File: config.mk
export PLATFORM = sky130hd
export DESIGN_NAME = miriscv_fetch_pc
export DESIGN_NICKNAME = d
export VERILOG_FILES = /design/src/rtl/miriscv_fetch_pc.sv
export SDC_FILE = /design/constraint.sdc
export NUM_CORES = 1
export LEC_CHECK = 0
export CAP_MARGIN = 5
export CORE_MARGIN = 2
export CORE_UTILIZATION = 49
export CTS_BUF_LIST = sky130_fd_sc_hd__clkbuf_8
export CTS_CLUSTER_SIZE = 14
export DETAILED_ROUTE_END_ITERATION = 8
export PLACE_DENSITY = 0.79
export SETUP_SLACK_MARGIN = 0.2
export SYNTH_ARGS = -nofsm -noshare
export SYNTH_HDL_FRONTEND = slang
export SYNTH_SLANG_ARGS = --single-unit
File: constraint.sdc
create_clock -name clk_i -period 2.1 [get_ports clk_i]
set_clock_uncertainty 0.15 [all_clocks]
set_input_delay 0.21 -clock clk_i [delete_from_list [all_inputs] [get_ports clk_i]]
set_output_delay 0.21 -clock clk_i [all_outputs]
set_load 0.005 [all_outputs]
File: src/rtl/miriscv_fetch_pc.sv
// Fetch PC generator with a 2-entry fetch buffer toward decode.
// Define MIRISCV_STATIC_BP_EN to follow taken predictions from the static branch predictor.
module miriscv_fetch_pc #(
    parameter int unsigned     XLEN      = 32,
    parameter logic [XLEN-1:0] BOOT_ADDR = '0
) (
    input  logic            clk_i,
    input  logic            arstn_i,
    output logic            instr_req_o,
    output logic [XLEN-1:0] instr_addr_o,
    input  logic            instr_rvalid_i,
    input  logic [XLEN-1:0] instr_rdata_i,
    input  logic            predicted_flag_i,
    output logic            f_valid_o,
    output logic [XLEN-1:0] f_instr_o,
    output logic [XLEN-1:0] f_pc_o,
    output logic            f_pred_taken_o,
    input  logic            d_ready_i,
    input  logic            redirect_i,
    input  logic [XLEN-1:0] redirect_pc_i
);

    typedef enum logic [1:0] {ST_BOOT, ST_RUN, ST_FLUSH} state_t;

    typedef struct packed {
        logic [XLEN-1:0] instr;
        logic [XLEN-1:0] pc;
        logic            pred;
    } fent_t;

    state_t          r_state, w_state_nxt;
    logic [XLEN-1:0] r_pc;
    logic            r_outst;
    fent_t           r_q [2];
    logic [1:0]      r_cnt;

    logic            w_rsp, w_pop, w_issue, w_pred, w_widx;
    logic [1:0]      w_cnt_after;
    logic [XLEN-1:0] w_nxt_pc;
    fent_t           w_new;
    logic            w_unused_rpc;

    assign w_unused_rpc = ^redirect_pc_i[1:0];

    // Only a response to our own outstanding request in RUN is kept.
    assign w_rsp       = (r_state == ST_RUN) & r_outst & instr_rvalid_i & ~redirect_i;
    assign w_pop       = (r_cnt != 2'd0) & d_ready_i & ~redirect_i;
    assign w_cnt_after = r_cnt + {1'b0, w_rsp} - {1'b0, w_pop};
    assign w_issue     = (r_state == ST_RUN) & ~redirect_i & (~r_outst | instr_rvalid_i)
                       & (w_cnt_after <= 2'd1);

`ifdef MIRISCV_STATIC_BP_EN
    logic [XLEN-1:0] w_bimm;
    assign w_pred   = predicted_flag_i;
    assign w_bimm   = {{(XLEN-12){instr_rdata_i[31]}}, instr_rdata_i[7],
                       instr_rdata_i[30:25], instr_rdata_i[11:8], 1'b0};
    assign w_nxt_pc = r_pc + (w_pred ? w_bimm : XLEN'(4));
`else
    logic w_unused_pred;
    assign w_unused_pred = predicted_flag_i;
    assign w_pred        = 1'b0;
    assign w_nxt_pc      = r_pc + XLEN'(4);
`endif

    assign instr_req_o  = w_issue;
    assign instr_addr_o = w_rsp ? w_nxt_pc : r_pc;

    always_comb begin
        w_state_nxt = r_state;
        case (r_state)
            ST_BOOT:  w_state_nxt = ST_RUN;
            ST_RUN:   if (redirect_i && r_outst && !instr_rvalid_i) w_state_nxt = ST_FLUSH;
            ST_FLUSH: if (instr_rvalid_i) w_state_nxt = ST_RUN;
            default:  w_state_nxt = ST_RUN;
        endcase
    end

    always_ff @(posedge clk_i or negedge arstn_i) begin
        if (!arstn_i) begin
            r_state <= ST_BOOT;
            r_pc    <= BOOT_ADDR;
            r_outst <= 1'b0;
        end else begin
            r_state <= w_state_nxt;
            if (redirect_i)
                r_pc <= {redirect_pc_i[XLEN-1:2], 2'b00};
            else if (w_rsp)
                r_pc <= w_nxt_pc;
            if (w_issue)
                r_outst <= 1'b1;
            else if (instr_rvalid_i)
                r_outst <= 1'b0;
        end
    end

    // Shift FIFO: entry 0 is always the head, so f_* come straight from flops.
    assign w_new  = '{instr: instr_rdata_i, pc: r_pc, pred: w_pred};
    assign w_widx = w_pop ? r_cnt[1] : r_cnt[0];

    always_ff @(posedge clk_i or negedge arstn_i) begin
        if (!arstn_i) begin
            r_cnt  <= 2'd0;
            r_q[0] <= '0;
            r_q[1] <= '0;
        end else if (redirect_i) begin
            r_cnt <= 2'd0;
        end else begin
            r_cnt <= w_cnt_after;
            if (w_pop)
                r_q[0] <= r_q[1];
            if (w_rsp)
                r_q[w_widx] <= w_new;
        end
    end

    assign f_valid_o      = (r_cnt != 2'd0);
    assign f_instr_o      = r_q[0].instr;
    assign f_pc_o         = r_q[0].pc;
    assign f_pred_taken_o = r_q[0].pred;

endmodule

==> metrics list <==
- Run status: finished, violations left
* Violations in the final reports: negative setup slack
- Counting every instance in the synthesized netlist gives 763.
* Max_slew headroom: around 60%
- Minimum period implied by the final worst setup slack: 3024 ps
* Wire length of the first global-routing pass: 42.73 mm
- Final setup margin: -923.8 ps
* Remaining global-route overflow: 0
* Most frequent cells in the layout: 161 x sky130_fd_sc_hd__dfrtp_1, 130 x sky130_fd_sc_hd__clkdlybuf4s50_1, 124 x sky130_fd_sc_hd__buf_4
* Final max-slew violation count: 0
* Sinks on the clock net: 163
* DR top layer: met4
* Setup slack on the worst flop-to-flop path: -820 ps
* Slew at the pin closest to its max-slew limit: roughly 600 ps
- Simple logic cell fraction of the synthesized area: between 10 and 15%
- Highest clock rate: 0.3307 GHz
- Antenna violations before repair: 0
- The worst path uses 144.0% of the clock period.
* Vias after detailed routing: just under 8000
- Summed over all cells, the static leakage comes to ~6.0 nW.
- The synthesized netlist devotes 10.32% of its cell area to compound gates.
* Number of buffers added on ports: between 150 and 200
- Registers are responsible for 36.9% of the overall power.
- The most critical setup path has its endpoint at instr_req_o.
- The region available for standard cell placement spans 0.01718 mm2.
- Startpoint type of the worst setup path: register
* RSZ-0062 raised after global routing: true
* DRC violations left: 0
- Number of warnings issued by yosys: 0
- Logic depth of the worst register-to-register path: 14
- Core Util, Final: slightly above 80%
- Top-area cell type share of the netlist area: a little under half
- After synthesis, the cell types taking the most area are sky130_fd_sc_hd__dfrtp_1 48%, sky130_fd_sc_hd__mux2_2 9.1%, sky130_fd_sc_hd__mux2i_1 7.3%, sky130_fd_sc_hd__buf_4 6.1%, sky130_fd_sc_hd__a21oi_2 5.3%.
- H-tree Lvls: 4
- Compared with the post-synthesis result, the final layout area differs by 67.32%.
- Number of setup violations in the final report: between 150 and 200
* Post-DR wirelength/cell: 25.41 um
- In the synthesized netlist the async set-or-reset flop fraction comes to between 90% and 100%.
* Diodes inserted: 0
* Xor/xnor cell area share of the yosys netlist: 1.953%
- For the worst setup path, the data required time is 1740 ps.
- Across the VDD grid, the largest voltage drop is between 0.0005 and 0.0006 V.
- Detailed routing placed a total of 2.585 mm of wire on met3.
* Die outline area: 0.01846 mm2
- Post-route antenna net violation count: 0
- Routability-driven placement finished with a final weighted congestion of roughly 0.86.
- Final design area excluding fillers: ~0.014 mm2
- The tree is rooted in a sky130_fd_sc_hd__clkbuf_8.
- Synth cell types: 50
- Type of the worst min-delay path: primary input to asynchronous set/reset pin
- Cell Area, Synth: 0.008522 mm2
- The library cell used most frequently in the layout, excluding fill and tap cells, is sky130_fd_sc_hd__dfrtp_1.
- Maximum single-stage delay on the critical path: ~450 ps
- The startpoint identified for the worst register-to-register timing path is r_pc[2].
- Fraction of synthesized area in multiplexers: 16.80%
- End of the worst register-to-register path: r_pc[13]
- Clock-pin slew was measured on the worst setup and hold paths at 110 ps.
- Overall routing resource usage: 30.57%
- Avg Inst Size Synth: between 10 and 15 um2
- Including well taps, the total number of placed cells is 1155.
* Flop and latch count out of synthesis: 163
- Met2 Wirelength: 16.42 mm
- Post-synthesis adder-cell area fraction: 0.4405%
- Final std cells w/o fill: ~1300
- CP Capture Type: output pin
* Total count of hold-check failures in the final report: 0
- At the worst endpoint, the arrival time is ~2700 ps.
* Max stage delay cell, worst path: sky130_fd_sc_hd__dfrtp_1
- The critical path goes through nor3b_4, nand2_2, ha_4, inv_2, ha_4, xor2_4, xnor2_2, nand2_2, a21oi_4, buf_2.
- Buffers inserted during clock tree synthesis total 17.
* Met1 wire length: roughly 12 mm
- Net switching is between 30% and 40% of the power.
- Dividing total power by cell area gives a power density of slightly below 1000 mW/mm2.
* Primary flip-flop cell chosen by synthesis mapping: sky130_fd_sc_hd__dfrtp_1
* Largest fanout of any net on the critical path: 3
- Number of enable-type register cells in the synthesized netlist: 0
- The first detailed-routing pass took 6 iterations.
- Via count of the first global-routing pass: a little under 8000
- Vias per std cell: slightly below 6
* Most area-hungry cell type in the Yosys netlist: sky130_fd_sc_hd__dfrtp_1
- The share of total power dissipated in the clock network is 17.2%.
* Share of the yosys chip area belonging to registers: 47.86%
* Overall die height: between 100 and 150 um
- DRT Wirelength: between 30 and 40 mm
* Site Rows: 48
- Cell internal power was estimated by the tool at a little under 9 mW.
- HPWL after detailed placement: 14.31 mm
- Entering global routing, the biggest net connects around 70 pins.
* Layout Nets: around 1200
- The tool flagged a number of max-cap violations equal to 0.
- By startpoint and endpoint, the worst setup path is classified as register to output pin.
- In this run, the number of DRC markers left after iteration 0 of detailed routing was roughly 540.
- Clock latency on the worst-skew pair, taken at its later pin, is 490 ps.
- Fraction of power consumed by combinational cells: 45.9%
- roughly 170 I/O pins were placed.
* Effective utilization at floorplan: around 50%
- Horizontal die dimension: roughly 140 um
- In this run the power spent charging and discharging nets is 4.893 mW.
- The clock passes through at most 2 buffers.
* Main combinational cell family by area after synthesis: multiplexers
- CTS tree: built
* Area of placed instances: 0.01078 mm2
- Proportion of layout cells with a drive suffix above 1: between 50% and 60%
- Crit path from: r_state[1]
-- layer usage --
layer	vias to the layer above	GRT usage [%]
li1	3288	-
met1	3877	36.97
met2	493	51.68
met3	183	6.152
met4	0	16.09
met5	-	0
-- layout make-up --
| cell class | count | area, um2 |
|---|---|---|
| clock inverter | 15 | 161.4 |
| multi-input combinational | 475 | 4895 |
| sequential | 163 | 4081 |
| inverter | 11 | 41.29 |
| fill | 831 | 2918 |
| tap | 225 | 281.5 |
| timing repair buffer | 421 | 4564 |
| clock buffer | 17 | 234.0 |
-- state kept, by name, indices dropped and copies added, names as in the netlist --
register	flops
r_outst	1
f_instr_o	32
r_q	63
f_pc_o	32
r_state	2
f_pred_taken_o	1
r_pc	30
r_cnt	2
-- metrics by stage --
stage,setup TNS [ps],power [mW],hold slack (ps),setup WS [ps]
final,-84840,13.82,2.465,-923.8
after CTS,-41180,12.56,7.680,-732.0
after global routing,-90050,14.43,20.12,-977.2
after detailed placement,-83620,9.489,-38.03,-950.9
after floorplan,-148.2,7.927,-235.6,-148.2
after global placement,-79960,9.308,-38.28,-900.0
-- how the worst min path moves through the flow --
stage	cells after the start	slack [ps]	start	endpoint
5_1_grt	2	20	arstn_i	f_instr_o[26]
6_report	2	2	arstn_i	f_instr_o[25]
2_1_floorplan	0	-240	arstn_i	f_instr_o[0]
3_5_place_dp	1	-40	arstn_i	f_pc_o[1]
4_1_cts	2	8	arstn_i	f_instr_o[26]
3_3_place_gp	1	-40	arstn_i	f_pc_o[0]
-- cell families (layout without fill, tap and decap cells) --
logic type               Yosys count  after routing
adder cells (fa/ha/maj)            3              3
buffers and inverters            126            464
multiplexers                     134            134
flip-flops                       163            163
AO/OA/AOI/OAI                    113            113
AND/OR/NAND/NOR                  204            204
other                              1              2
XOR/XNOR                          19             19
-- cells in the mapped netlist, drive strengths merged (8+ instances only) --
cell,number
mux2i,62
nand3,20
buf,94
inv,11
nor2,80
o21ai,13
xnor2,10
a31oi,12
mux2,72
or4,8
a21oi,69
clkbuf,21
nand2,27
dfrtp,163
nor4,13
xor2,9
nand4,12
nor2b,10
-- critical path, delay by kind of cell, from the launching register on --
family / cells / cell delay (ps)
simple gates: 3 / 540
flops: 1 / 450
xor+xnor: 2 / 380
buf+inv: 2 / 170
fa+ha+maj: 2 / 480
compound gates: 1 / 150
-- timing repair --
item / in CTS / in global routing
hold endpoints to repair: 163 / 0
hold buffers: 1 / 0
gates cloned: 18 / 4
buffers inserted: 72 / 45
pin swaps: 80 / 55
gates resized for setup: 333 / 155
endpoints found under the setup margin: 156 / 189
-- power by group through the flow --
| stage | combinational, mW | sequential, mW | clock (mW) |
|---|---|---|---|
| after global placement | 4.46 | 4.84 | 0 |
| after detailed placement | 4.59 | 4.90 | 0 |
| after global routing | 6.72 | 5.20 | 2.52 |
| after CTS | 5.33 | 4.88 | 2.34 |
| after floorplan | 3.16 | 4.76 | 0 |
| final | 6.35 | 5.10 | 2.37 |
No activity file was read; power rests on OpenSTA's default activity.
